==> config.mk <==
export PLATFORM = sky130hd
export DESIGN_NAME = board_uart_tx
export DESIGN_NICKNAME = d
export VERILOG_FILES = /design/src/rtl/board_uart_tx.sv
export SDC_FILE = /design/constraint.sdc
export NUM_CORES = 1
export LEC_CHECK = 0
export ABC_CLOCK_PERIOD_IN_PS = 4100
export CORE_MARGIN = 1
export CORE_UTILIZATION = 53
export DETAILED_ROUTE_END_ITERATION = 7
export GPL_ROUTABILITY_DRIVEN = 0
export PLACE_DENSITY = 0.81
export SYNTH_ARGS = -nofsm -noshare
export SYNTH_HDL_FRONTEND = slang
export SYNTH_SLANG_ARGS = --single-unit
==> constraint.sdc <==
create_clock -name clk -period 4.1 [get_ports clk]
set_input_delay 0.82 -clock clk [delete_from_list [all_inputs] [get_ports clk]]
set_output_delay 0.82 -clock clk [all_outputs]
set_load 0.02 [all_outputs]
==> src/rtl/board_uart_tx.sv <==
// Serialises a snapshot of the 16-tile board and score as 8N1 UART bytes: header, 48 tile bytes, 3 score bytes.
// Define BOARD_TX_CHECKSUM_EN to append an XOR checksum byte covering bytes 1..51.
module board_uart_tx #(
    parameter int CLKS_PER_BIT = 868
) (
    input  logic         clk,
    input  logic         rst,
    input  logic [319:0] board,
    input  logic [20:0]  score,
    input  logic         send,
    output logic         busy,
    output logic         done,
    output logic         tx
);
`ifdef BOARD_TX_CHECKSUM_EN
    localparam int NBYTES = 53;
`else
    localparam int NBYTES = 52;
`endif
    localparam int CW = (CLKS_PER_BIT > 1) ? $clog2(CLKS_PER_BIT) : 1;
    localparam logic [CW-1:0] CNT_MAX = CW'(CLKS_PER_BIT - 1);
    localparam logic [5:0] LAST_IDX = 6'(NBYTES - 1);

    typedef enum logic [1:0] {IDLE, START, DATA, STOP} state_t;

    state_t          state_reg;
    logic [CW-1:0]   baud_cnt_reg;
    logic [2:0]      bit_idx_reg;
    logic [5:0]      byte_idx_reg;
    logic [319:0]    board_snap_reg;
    logic [20:0]     score_snap_reg;
    logic            tx_reg;
    logic            busy_reg;
    logic            done_reg;
    logic [8*52-1:0] frame_vec;
    logic [7:0]      current_byte;
`ifdef BOARD_TX_CHECKSUM_EN
    logic [7:0]      csum_reg;
    logic [7:0]      next_byte;
`endif

    // Fixed frame layout built from the snapshot: byte k lives at frame_vec[8k +: 8].
    assign frame_vec[7:0] = 8'hA5;
    generate
        for (genvar gi = 0; gi < 16; gi++) begin : g_tile
            assign frame_vec[8*(1+3*gi)   +: 8] = board_snap_reg[20*gi      +: 8];
            assign frame_vec[8*(1+3*gi+1) +: 8] = board_snap_reg[20*gi + 8  +: 8];
            assign frame_vec[8*(1+3*gi+2) +: 8] = {4'b0, board_snap_reg[20*gi + 16 +: 4]};
        end
    endgenerate
    assign frame_vec[8*49 +: 8] = score_snap_reg[7:0];
    assign frame_vec[8*50 +: 8] = score_snap_reg[15:8];
    assign frame_vec[8*51 +: 8] = {3'b0, score_snap_reg[20:16]};

    always_comb begin
        current_byte = 8'h00;
        for (int i = 0; i < 52; i++) begin
            if (byte_idx_reg == 6'(i)) current_byte = frame_vec[8*i +: 8];
        end
`ifdef BOARD_TX_CHECKSUM_EN
        if (byte_idx_reg == 6'd52) current_byte = csum_reg;
`endif
    end

`ifdef BOARD_TX_CHECKSUM_EN
    // Byte about to enter START; zero for the checksum slot so it never folds into itself.
    always_comb begin
        next_byte = 8'h00;
        for (int i = 1; i < 52; i++) begin
            if (byte_idx_reg + 6'd1 == 6'(i)) next_byte = frame_vec[8*i +: 8];
        end
    end
`endif

    always_ff @(posedge clk) begin
        if (rst) begin
            state_reg      <= IDLE;
            baud_cnt_reg   <= '0;
            bit_idx_reg    <= '0;
            byte_idx_reg   <= '0;
            board_snap_reg <= '0;
            score_snap_reg <= '0;
            tx_reg         <= 1'b1;
            busy_reg       <= 1'b0;
            done_reg       <= 1'b0;
`ifdef BOARD_TX_CHECKSUM_EN
            csum_reg       <= '0;
`endif
        end else begin
            done_reg <= 1'b0;
            case (state_reg)
                IDLE: begin
                    tx_reg   <= 1'b1;
                    busy_reg <= 1'b0;
                    if (send) begin
                        board_snap_reg <= board;
                        score_snap_reg <= score;
                        byte_idx_reg   <= '0;
                        baud_cnt_reg   <= '0;
`ifdef BOARD_TX_CHECKSUM_EN
                        csum_reg       <= '0;
`endif
                        state_reg      <= START;
                        tx_reg         <= 1'b0;
                        busy_reg       <= 1'b1;
                    end
                end
                START: begin
                    if (baud_cnt_reg == CNT_MAX) begin
                        baud_cnt_reg <= '0;
                        bit_idx_reg  <= '0;
                        tx_reg       <= current_byte[0];
                        state_reg    <= DATA;
                    end else begin
                        baud_cnt_reg <= baud_cnt_reg + 1'b1;
                    end
                end
                DATA: begin
                    if (baud_cnt_reg == CNT_MAX) begin
                        baud_cnt_reg <= '0;
                        if (bit_idx_reg == 3'd7) begin
                            tx_reg    <= 1'b1;
                            state_reg <= STOP;
                        end else begin
                            bit_idx_reg <= bit_idx_reg + 3'd1;
                            tx_reg      <= current_byte[bit_idx_reg + 3'd1];
                        end
                    end else begin
                        baud_cnt_reg <= baud_cnt_reg + 1'b1;
                    end
                end
                STOP: begin
                    if (baud_cnt_reg == CNT_MAX) begin
                        baud_cnt_reg <= '0;
                        if (byte_idx_reg == LAST_IDX) begin
                            state_reg <= IDLE;
                            busy_reg  <= 1'b0;
                            done_reg  <= 1'b1;
                            tx_reg    <= 1'b1;
                        end else begin
                            byte_idx_reg <= byte_idx_reg + 6'd1;
`ifdef BOARD_TX_CHECKSUM_EN
                            csum_reg     <= csum_reg ^ next_byte;
`endif
                            tx_reg       <= 1'b0;
                            state_reg    <= START;
                        end
                    end else begin
                        baud_cnt_reg <= baud_cnt_reg + 1'b1;
                    end
                end
                default: state_reg <= IDLE;
            endcase
        end
    end

    assign tx   = tx_reg;
    assign busy = busy_reg;
    assign done = done_reg;
endmodule

==> results.toml <==
[power]
leakage_nw = 8.18
power_density_nw_per_um2 = 473
irDropWorstVdd_uv = 358
power_w = 0.0107

[die]
start_util_pct = 53.7
die_x_um = 186
dieArea_um2 = 34600
die_y_um = 186
io_pins = 347
rows = 67
coreArea_um2 = 33400

[worst_hold_path]
hold_depth = 2
hp-start = "board_snap_reg[0]"
hp-class = "reg2reg"

[finish]
final_cells = 3171
antenna_cells = 0
n_fill_cell = 2735
syn2layout_area_growth_pct = 26.2
post-route-util_pct = 67.7
drive_above_1_share_pct = 5.36
nets = 3059
largest_reg_flops = 320

[logic_synthesis]
yosysTopAreaCell = "dfxtp_1"
yosysSeqAreaShare_pct = 40.7
synthArstFlopShare_pct = 0
synthTopCellsByArea = "dfxtp_1 (41%), nand2_1 (17%), a21oi_1 (12%)"
synth_edf_count = 0
netlist_instances = 2478
yosysTopAreaCellShare_pct = 40.7
synth-seq-cells = 365
synth.avg_cell_area_um2 = 7.24
synth_common_cells = "nand2_1 (824), a21oi_1 (418), dfxtp_1 (365), clkbuf_1 (149), o21ai_0 (93)"
yosys_warnings = 0
synthesis.area_um2 = 17900
synth_cell_types = 94
synth_flop_cell = "dfxtp_1"
syn-num-nets = 2834
synth_most_common_cell = "nand2_1"

[worst_setup_path]
crit_type = "reg2reg"
startpoint = "byte_idx_reg[1]"
reg2reg_slack_ns = 0.31
cp_num_cells = 12
r2r_cells = 12
cp_num_buf_inv = 3
cpPeakStageDelay_ns = 0.81
worstPathArrival_ns = 4.26
required_ns = 4.57
start_kind = "register"
crit_slowest_cell = "a2111oi_0"
path_cells = "inv_1, ha_4, inv_1, buf_4, nor2_1, nand2_1, nand2_1, a311oi_1, a2111oi_0, a211oi_1, o31ai_1, a211o_1"
cp-end-kind = "register"
crit_family = "compound AO/OA/AOI/OAI gates"
r2r-start = "byte_idx_reg[1]"
crit_fanout = 45

[drt]
num_vias = 19700
drtIter0Drc = 2880
viasPerCell = 6.22
drt-pass1-iter-count = 8
route.final.wire_length_um = 64500
wl_per_cell_um = 20.3
ant_nets = 0
drc = 37

[sta]
fmax_mhz = 264
finalClockSkew_ns = 0.0196
fin_crit_sh_pct = 92.4
finalWorstSetupSlack_ns = 0.311
worst_pin_slew_ns = 0.972
setup_viol = 0
hold_viol_final = 0
finalCriticalPeriod_ns = 3.79
relSlewSlack_pct = 35.1
drv_slew = 0
rsz0062_at_grt = "false"
final.setup.tns_ns = 0

[grt]
antenna_found_initial = 0
grt_pass1_vias = 17900
grt-ovfl-total = 0
grt_usage_pct = 35.8
grt_max_degree = 191
grt_pass1_wl_um = 96300

[placed_design]
portBuffers = 346
dp_worst_setup_slack_ns = 0.562
dp_cells = 3113
dp_hpwl_um = 47500

[clock_tree]
post-cts-setup-buffers = 0
cts-resized-gates = 0
htreeDepth = 2
clk_pin_slew_ns = 0.07
clk_path_buf_depth = 3
cts.sinks = 365
clk_latency_ns = 0.53
hold_buffers = 0
cts_buffers = 36
cts_root_buffer = "clkbuf_16"
cts_tree = "done"

[outcome]
violations = "DRC"
status = "finished with violations"

[run]
cap_viol_max_count = 0
-- final cells by class --
class	instances	area [um^2]	share of cell area [%]
clock buffer	48	1020	4.49
clock inverter	10	61.3	0.271
sequential	365	7310	32.2
timing repair buffer	398	3930	17.4
multi-input combinational	1887	9720	42.9
tap	448	561	2.47
inverter	15	56.3	0.248
-- cell usage in the layout (no fill, tap or decap), drive strengths merged, types with 15 or more instances in the layout --
| cell | n |
|---|---|
| o22ai | 16 |
| nand2 | 825 |
| clkdlybuf4s50 | 345 |
| a31oi | 19 |
| nor3 | 24 |
| a21oi | 418 |
| nand2b | 19 |
| nand3 | 34 |
| o21ai | 93 |
| nor2 | 87 |
| clkbuf | 48 |
| a22oi | 15 |
| dfxtp | 365 |
| a211oi | 21 |
| buf | 53 |
| o31ai | 15 |
| inv | 15 |
-- worst min-delay path, delay by kind of cell (launching register included) --
family,cells,cell delay (ns)
AND/OR/NAND/NOR,1,0.05
flip-flops,1,0.31
AO/OA/AOI/OAI,1,0.05
-- per-stage QoR --
| step | instance area, um^2 | hold slack (ns) |
|---|---|---|
| finish | 22700 | 0.457 |
| global route | 22700 | 0.477 |
| CTS | 22700 | 0.457 |
| detailed placement | 21600 | 0.449 |
| global placement | 21600 | 0.443 |
| floorplan | 17900 | 0.431 |
-- per-layer routing --
| metal | up-vias | share of wire [%] | wire, um | global-route usage (%) |
|---|---|---|---|---|
| met2 | 1466 | 43 | 27500 | 55.0 |
| met1 | 8924 | 39 | 25300 | 47.3 |
| met4 | 0 | 5.0 | 3210 | 15.1 |
| met5 | - | 0 | 0 | 0 |
| li1 | 9024 | - | - | - |
| met3 | 310 | 13 | 8430 | 9.65 |
-- worst paths after layout --
kind | endpoint
setup / recovery | tx
setup reg to reg | tx
hold reg to reg | board_snap_reg[0]
hold / removal | board_snap_reg[0]
-- power breakdown --
group	total [W]	leakage (nW)	switching, W	internal [W]
Combinational	0.00279	4.66	0.00174	0.00105
Clock	0.00310	0.527	0.00137	0.00174
Sequential	0.00482	2.99	0.000609	0.00421
-- cell families after synthesis --
kind of cell    after synthesis  synth area share, %
compound gates              754                 25.6
xor+xnor                     12                0.586
fa+ha+maj                    12                0.837
buf+inv                     226                 5.34
flops                       365                 40.7
mux                           4                0.230
simple gates               1105                 26.7
(Power assumes the default switching activity.)
